[src/rtl/add_arbiter.sv]
// Round-robin arbiter that shares one adder among NREQ requesters.
// A subtract takes two passes through the adder: negate b, then add it to a.

module rca_add #(
  parameter int N = 32
) (
  input  logic [N-1:0] a,
  input  logic [N-1:0] b,
  output logic [N-1:0] sum,
  output logic         ovf
);
  assign sum = a + b;
  assign ovf = (a[N-1] == b[N-1]) && (sum[N-1] != a[N-1]);
endmodule

// state | meaning
// IDLE  | no job held; combinational round-robin grant on req_ready
// NEG   | subtract first pass: b_reg <= ~b_reg + 1
// ADD   | a_reg + b_reg; latch result into rsp_*
// RESP  | rsp_valid held until rsp_ready
module add_arbiter #(
  parameter int N    = 32,
  parameter int NREQ = 4,
  parameter int IDW  = (NREQ > 1) ? $clog2(NREQ) : 1,
  parameter int CNTW = 16
) (
  input  logic              clk,
  input  logic              rst_n,
  input  logic [NREQ-1:0]   req_valid,
  output logic [NREQ-1:0]   req_ready,
  input  logic [NREQ-1:0]   req_op,
  input  logic [NREQ*N-1:0] req_a,
  input  logic [NREQ*N-1:0] req_b,
  output logic              rsp_valid,
  input  logic              rsp_ready,
  output logic [IDW-1:0]    rsp_id,
  output logic [N-1:0]      rsp_sum,
  output logic              rsp_ovf,
  output logic              busy,
  output logic [CNTW-1:0]   done_cnt
);

  typedef enum logic [1:0] {IDLE, NEG, ADD, RESP} state_t;

  state_t         state;
  logic [IDW-1:0] rr;
  logic [N-1:0]   a_reg;
  logic [N-1:0]   b_reg;
  logic           b_sign;
  logic           op_reg;

  logic           gnt_any;
  logic [IDW-1:0] gnt_idx;
  logic [N-1:0]   sel_a;
  logic [N-1:0]   sel_b;
  logic           sel_op;

  logic [N-1:0]   add_x;
  logic [N-1:0]   add_y;
  logic [N-1:0]   add_sum;
  logic           add_ovf;
  logic           sub_ovf;

  always_comb begin
    int idx;
    idx     = 0;
    gnt_any = 1'b0;
    gnt_idx = '0;
    for (int k = 0; k < NREQ; k++) begin
      idx = int'(rr) + k;
      if (idx >= NREQ) idx = idx - NREQ;
      if (!gnt_any && req_valid[idx]) begin
        gnt_any = 1'b1;
        gnt_idx = IDW'(idx);
      end
    end
  end

  // Gated by rst_n so req_ready reads as zero while reset is held.
  assign req_ready = (rst_n && state == IDLE && gnt_any) ? (NREQ'(1) << gnt_idx) : '0;

  assign sel_a  = req_a[int'(gnt_idx)*N +: N];
  assign sel_b  = req_b[int'(gnt_idx)*N +: N];
  assign sel_op = req_op[gnt_idx];

  assign add_x = (state == NEG) ? ~b_reg : a_reg;
  assign add_y = (state == NEG) ? N'(1) : b_reg;

  rca_add #(.N(N)) u_add (
    .a   (add_x),
    .b   (add_y),
    .sum (add_sum),
    .ovf (add_ovf)
  );

  // The original sign of b is kept apart so negating the most-negative value cannot corrupt it.
  assign sub_ovf = (a_reg[N-1] != b_sign) && (add_sum[N-1] != a_reg[N-1]);

  assign busy = (state != IDLE);

  always_ff @(posedge clk or negedge rst_n) begin
    if (!rst_n) begin
      state     <= IDLE;
      rr        <= '0;
      a_reg     <= '0;
      b_reg     <= '0;
      b_sign    <= 1'b0;
      op_reg    <= 1'b0;
      rsp_valid <= 1'b0;
      rsp_id    <= '0;
      rsp_sum   <= '0;
      rsp_ovf   <= 1'b0;
      done_cnt  <= '0;
    end else begin
      case (state)
        IDLE: begin
          if (gnt_any) begin
            a_reg  <= sel_a;
            b_reg  <= sel_b;
            b_sign <= sel_b[N-1];
            op_reg <= sel_op;
            rsp_id <= gnt_idx;
            rr     <= (int'(gnt_idx) == NREQ-1) ? '0 : gnt_idx + 1'b1;
            state  <= sel_op ? NEG : ADD;
          end
        end
        NEG: begin
          b_reg <= add_sum;
          state <= ADD;
        end
        ADD: begin
          rsp_sum   <= add_sum;
          rsp_ovf   <= op_reg ? sub_ovf : add_ovf;
          rsp_valid <= 1'b1;
          state     <= RESP;
        end
        RESP: begin
          if (rsp_ready) begin
            rsp_valid <= 1'b0;
            done_cnt  <= done_cnt + 1'b1;
            state     <= IDLE;
          end
        end
        default: state <= IDLE;
      endcase
    end
  end

endmodule

[config.mk]
export PLATFORM = sky130hd
export DESIGN_NAME = add_arbiter
export DESIGN_NICKNAME = d
export VERILOG_FILES = /design/src/rtl/add_arbiter.sv
export SDC_FILE = /design/constraint.sdc
export NUM_CORES = 1
export LEC_CHECK = 0
export ABC_AREA = 1
export CAP_MARGIN = 20
export CORE_MARGIN = 1.5
export CORE_UTILIZATION = 50
export DETAILED_ROUTE_END_ITERATION = 12
export PLACE_DENSITY_LB_ADDON = 0.15
export SYNTH_ARGS = -nofsm -noshare
export SYNTH_HDL_FRONTEND = slang
export SYNTH_SLANG_ARGS = --single-unit
[constraint.sdc]
create_clock -name clk -period 6.7 [get_ports clk]
set_clock_uncertainty 0.15 [all_clocks]
set_input_delay 1.34 -clock clk [delete_from_list [all_inputs] [get_ports clk]]
set_output_delay 1.34 -clock clk [all_outputs]
set_load 0.03 [all_outputs]
==> run metrics, run 1 <==
fin. max-slew vios 0; TritonRoute pass-1 iters 6; Area Overhead vs Synth 36.4%; clk_lat worst skew 0.43 ns; endpoints failing setup 0; DR iter-0 viols 1110; Reg area 3050 um^2; largest net degree at the start of global routing 79; final setup TNS 0 ns; WP data arrival 3.52 ns; Die H 148 um; Hold Crit Class flip-flop to flip-flop; Synth warnings 0; Hold Slack ~0.32 ns; CTS root buf clkbuf_16; CP Class input pin to output pin; Post-Synthesis Cells roughly 1700; layout cell share with drive strength beyond 1 4.85%; DR vias 12300; Final nets 2278; sequential share of the synthesized area 28.9%; die area 22000 um^2; Final Cycle Share 74.7%; first-pass GRT wire length 62.4 mm; cts bufs inserted 17; setup bufs post-CTS 0; max cap viols 0; antenna violations before repair 2; gr ovfl total 0; global routing usage on met1 49.0%; FP Rows 52; slowest stage delay, CP 0.51 ns; delay-heaviest family, CP buffers and inverters; Top cell by count, worst path nand2_1; GR Layer Usage met2 60.4%; Routability Congestion 0.981; CP Launch Type input pin; fin crit period 5.01 ns; M3 GR Usage 5.46%; Reg clk slew, reported paths 0.05 ns; HPWL after DPL 31.1 mm; number of top-level pins 324; footprint of the multi-input gates 6310 um^2; initial core utilization 51.5%; post-synth cell types 39; Mean Syn Cell Area 6.24 um^2; CP max FO 20; DR DRC count 0; fin util a little over two thirds; Critical Path Sink Type output pin; core area 20500 um^2; gr usage total 36.7%; WL/cell 17.8 um; flops & latches, synth ~120; slowest stage cell on the critical path inv_1; cts hold-fix bufs 0; Sink Count between 100 and 150; vias in the first global route 11400; CTS tree built; status complete, no violations; Port Buffers ~320; Die W 148 um; CP Data Required Time between 5 and 6 ns; RSZ-0062 raised after global routing no; GRT busiest layer met2; Fillers 1838; Worst-Margin Slew 0.943 ns; WP buf/inv 4; Post-Syn Nets 2002; Mapped Area approximately 11000 um^2; post-CTS sizing 0; Rel. slew slack 37.0%; CTS max path bufs 2; # H-tree levels 4; Fmax achieved 200 MHz; Routed Antenna Nets 0; worst path cell trace clkdlybuf4s50_1 -> inv_1 -> nand2_1 -> nand2_1 -> o21ai_1 -> nand3b_1 -> nand2_1 -> inv_1 -> nand2_1 -> nor2_1 -> buf_4; final wirelength 40.2 mm; vias per std cell 5.45; final hold viol count 0
-- synth_stat cells --
master	number	share of area, %
o21ai_1	1	0.047
inv_1	201	7.1
nand3b_1	28	2.0
xor2_1	14	1.2
a21oi_1	51	2.4
nand3_1	194	9.2
nor2_1	155	5.5
o21ai_2	1	0.083
o211ai_2	11	1.3
ha_1	41	4.9
and2_1	1	0.059
nand2_4	1	0.11
inv_2	4	0.14
nor2_4	1	0.11
nor2_2	2	0.12
a31oi_1	18	1.1
or2_1	16	0.95
nand4_1	8	0.47
clkinv_1	1	0.035
o21ai_0	69	3.3
nand2_1	574	20
or2_2	21	1.2
o21bai_1	6	0.43
buf_1	4	0.14
buf_4	13	0.92
o22ai_1	1	0.059
nand2_2	5	0.30
nor3_1	8	0.38
nand3_2	1	0.095
o211ai_1	36	2.6
o21a_1	2	0.14
dfrtp_1	122	29
buf_2	31	1.5
or2_0	3	0.18
clkbuf_2	1	0.047
buf_6	4	0.43
fa_1	1	0.19
xnor2_1	13	1.1
clkbuf_1	29	1.0
-- routing by layer --
layer	routed length [um]	vias up
met5	0	-
met4	1430	0
met3	3160	82
met2	18900	605
met1	16700	5647
li1	-	5935
-- cells by family (layout without fill, tap and decap cells) --
logic type | count (synthesis) | after routing | synth area share [%]
xor+xnor | 27 | 27 | 2.24
fa+ha+maj | 42 | 42 | 5.05
other cells | 0 | 2 | 0
buf+inv | 288 | 575 | 11.4
compound gates | 196 | 196 | 11.4
flops | 122 | 122 | 28.9
simple gates | 1018 | 1018 | 41.1
-- placed cells by master (no fill, tap or decap), types with 8 or more instances in the layout --
cell / n
nor3_1: 8
nand2_1: 574
or2_1: 16
dfrtp_1: 122
nand3_1: 194
xor2_1: 14
a31oi_1: 18
nand4_1: 8
o211ai_2: 11
nand3b_1: 28
o21ai_0: 69
nor2_1: 155
clkdlybuf4s50_1: 318
a21oi_1: 51
ha_1: 40
clkbuf_16: 17
inv_1: 200
or2_2: 21
xnor2_1: 13
o211ai_1: 36
buf_4: 20
-- area by class of cell --
type                    count  share of cell area (%)
clock buffers              21                    3.06
flip-flops and latches    122                    21.2
well taps                 270                    2.34
diodes                      2                  0.0347
multi-input cells        1283                    43.8
clock inverters             9                   0.868
repair buffers            339                    23.3
inverters                 206                    5.37
-- path summary, 6_finish.rpt --
path	slack (ns)	startpoint	depth (start not counted)	endpoint
hold reg to reg	0.32	rsp_sum[0]	2	rsp_sum[0]
hold / removal	0.32	rsp_sum[0]	2	rsp_sum[0]
min in group asynchronous	0.74	rst_n	1	rsp_sum[3]
max in group asynchronous	4.03	rst_n	3	done_cnt[12]
setup / recovery	1.69	req_valid[2]	11	req_ready[3]
setup reg to reg	2.36	state[1]	20	b_reg[14]
-- through the flow --
stage / instances / area, um^2 / setup slack, ns
final: 2252 / 14400 / 1.69
after global routing: 2252 / 14400 / 1.46
after CTS: 2249 / 14400 / 1.71
after detailed placement: 2219 / 13800 / 1.75
after global placement: 2219 / 13800 / 1.80
after floorplan: 1693 / 10600 / 2.26
-- worst min-delay path, stage by stage (launching register included) --
cell,delay (ns)
dfrtp_1,0.34
nand2_1,0.05
nand2_1,0.04
Power of run 1 is not shown: default switching activity piles up to over one toggle a cycle in this logic, so the estimate is an artifact.
==> inputs of run 2 (changes only) <==
CORE_UTILIZATION = 44   (was 50)
clock period = 4.1 ns   (was 6.7 ns; I/O delays follow)
==> run metrics, run 2 (same netlist as run 1, synthesis figures left out) <==
Fmax achieved about 270 MHz; final hold viol count 0; CTS root buf clkbuf_16; endpoints failing setup 0; DR vias 11900; gr usage total 31.2%; Final nets 2285; Worst-Margin Slew about 0.8 ns; final wirelength 38.3 mm; Reg area 3050 um^2; vias in the first global route 11200; DR iter-0 viols approximately 930; cts bufs inserted 17; fin. max-slew vios 0; HPWL after DPL 30.3 mm; post-CTS sizing 0; layout cell share with drive strength beyond 1 5.48%; FF-to-FF End b_reg[31]; CP Launch Type input pin; final worst slack a little under 0.4 ns; cts hold-fix bufs 0; core area 23500 um^2; final setup TNS 0 ns; RR Startpoint state[1]; CP max FO 5; max cap viols 0; antenna violations before repair 0; R2R depth 18; fin crit period 3.70 ns; number of inserted diodes 0; Reg clk slew, reported paths 0.06 ns; Routed Antenna Nets 0; Area Overhead vs Synth 38.0%; Port Buffers 323; Routability Congestion ~0.9; Final Cycle Share 90.3%; initial core utilization approximately 45%; vias per std cell 5.16; Rel. slew slack 45.2%; most common cell after layout, fill and taps aside nand2_1; Sink Count around 120; clk_lat worst skew 0.43 ns; first-pass GRT wire length between 50 and 60 mm; setup bufs post-CTS 0; TritonRoute pass-1 iters 5; number of top-level pins 324; most frequent cells in the layout nand2_1, clkdlybuf4s50_1, inv_1, nand3_1, nor2_1; largest net degree at the start of global routing between 100 and 150; # H-tree levels 4; DR DRC count 0; RSZ-0062 raised after global routing no; reg2reg setup slack around 0.51 ns; WP data arrival ~2.7 ns; WL/cell 16.6 um; pre-CTS setup slack 0.401 ns; Fillers 2345; Die W 158 um; footprint of the multi-input gates about 6300 um^2; CP Class input pin to output pin; CTS tree built; launch point of the worst path req_valid[1]; end point of the critical path req_ready[2]; Die H about 160 um; CP Data Required Time 3.13 ns; CTS max path bufs 2; FP Rows 56; status complete, no violations; die area 24900 um^2; fin util 61.9%; gr ovfl total 0; Critical Path Sink Type output pin; Hold Crit Class flip-flop to flip-flop
==> run 2: changes by cell type in the layout (fill, tap and decap cells not counted), moves of 2 or more <==
cell | before | now
buf_12 | 0 | 3
buf_4 | 20 | 25
clkbuf_1 | 4 | 0
clkinv_2 | 4 | 2
clkinvlp_4 | 2 | 6
diode_2 | 2 | 0
inv_6 | 0 | 2
==> run 2: how the worst min path moves through the flow <==
stage,endpoint,cells past startpoint,start
2_1_floorplan,a_reg[13],2,a_reg[13]
3_3_place_gp,rsp_sum[1],2,rsp_sum[1]
3_5_place_dp,rsp_sum[0],2,rsp_sum[0]
4_1_cts,rsp_sum[0],2,rsp_sum[0]
5_1_grt,done_cnt[15],1,done_cnt[15]
6_report,rsp_sum[0],2,rsp_sum[0]
==> run 2: area by class of cell <==
type	instances	area share, %
Tap cell	319	2.74
Inverter	206	5.30
Multi-Input combinational cell	1283	43.3
Clock inverter	14	1.18
Sequential cell	122	20.9
Timing Repair Buffer	346	23.5
Clock buffer	18	3.01
==> run 2: critical path, stage by stage <==
cell	delay (ns)
clkdlybuf4s50_1	0.42
inv_1	0.08
nand2_1	0.07
nand3_1	0.14
nand2_2	0.09
nor2_4	0.15
nand3_2	0.09
nand3_1	0.09
nand2_2	0.10
inv_2	0.09
ha_1	0.16
inv_1	0.05
nor2_1	0.09
buf_4	0.16
buf_12	0.12
==> run 2: per-stage QoR <==
stage / std cells / instance area, um^2 / hold WS, ns
global route: 2308 / 14600 / 0.354
floorplan: 1693 / 10600 / 0.299
CTS: 2308 / 14600 / 0.323
finish: 2308 / 14600 / 0.318
detailed placement: 2276 / 14000 / 0.308
global placement: 2276 / 14000 / 0.308
==> run 2: metal layers <==
layer  vias up  track usage, %  part of all wire [%]
met4         0            10.1                   2.8
met5         -               0                     0
met2       431            49.8                    47
met1      5481            42.4                    44
met3        55            5.86                   6.9
li1       5953               -                     -
Power of run 2 is left out for the same reason.
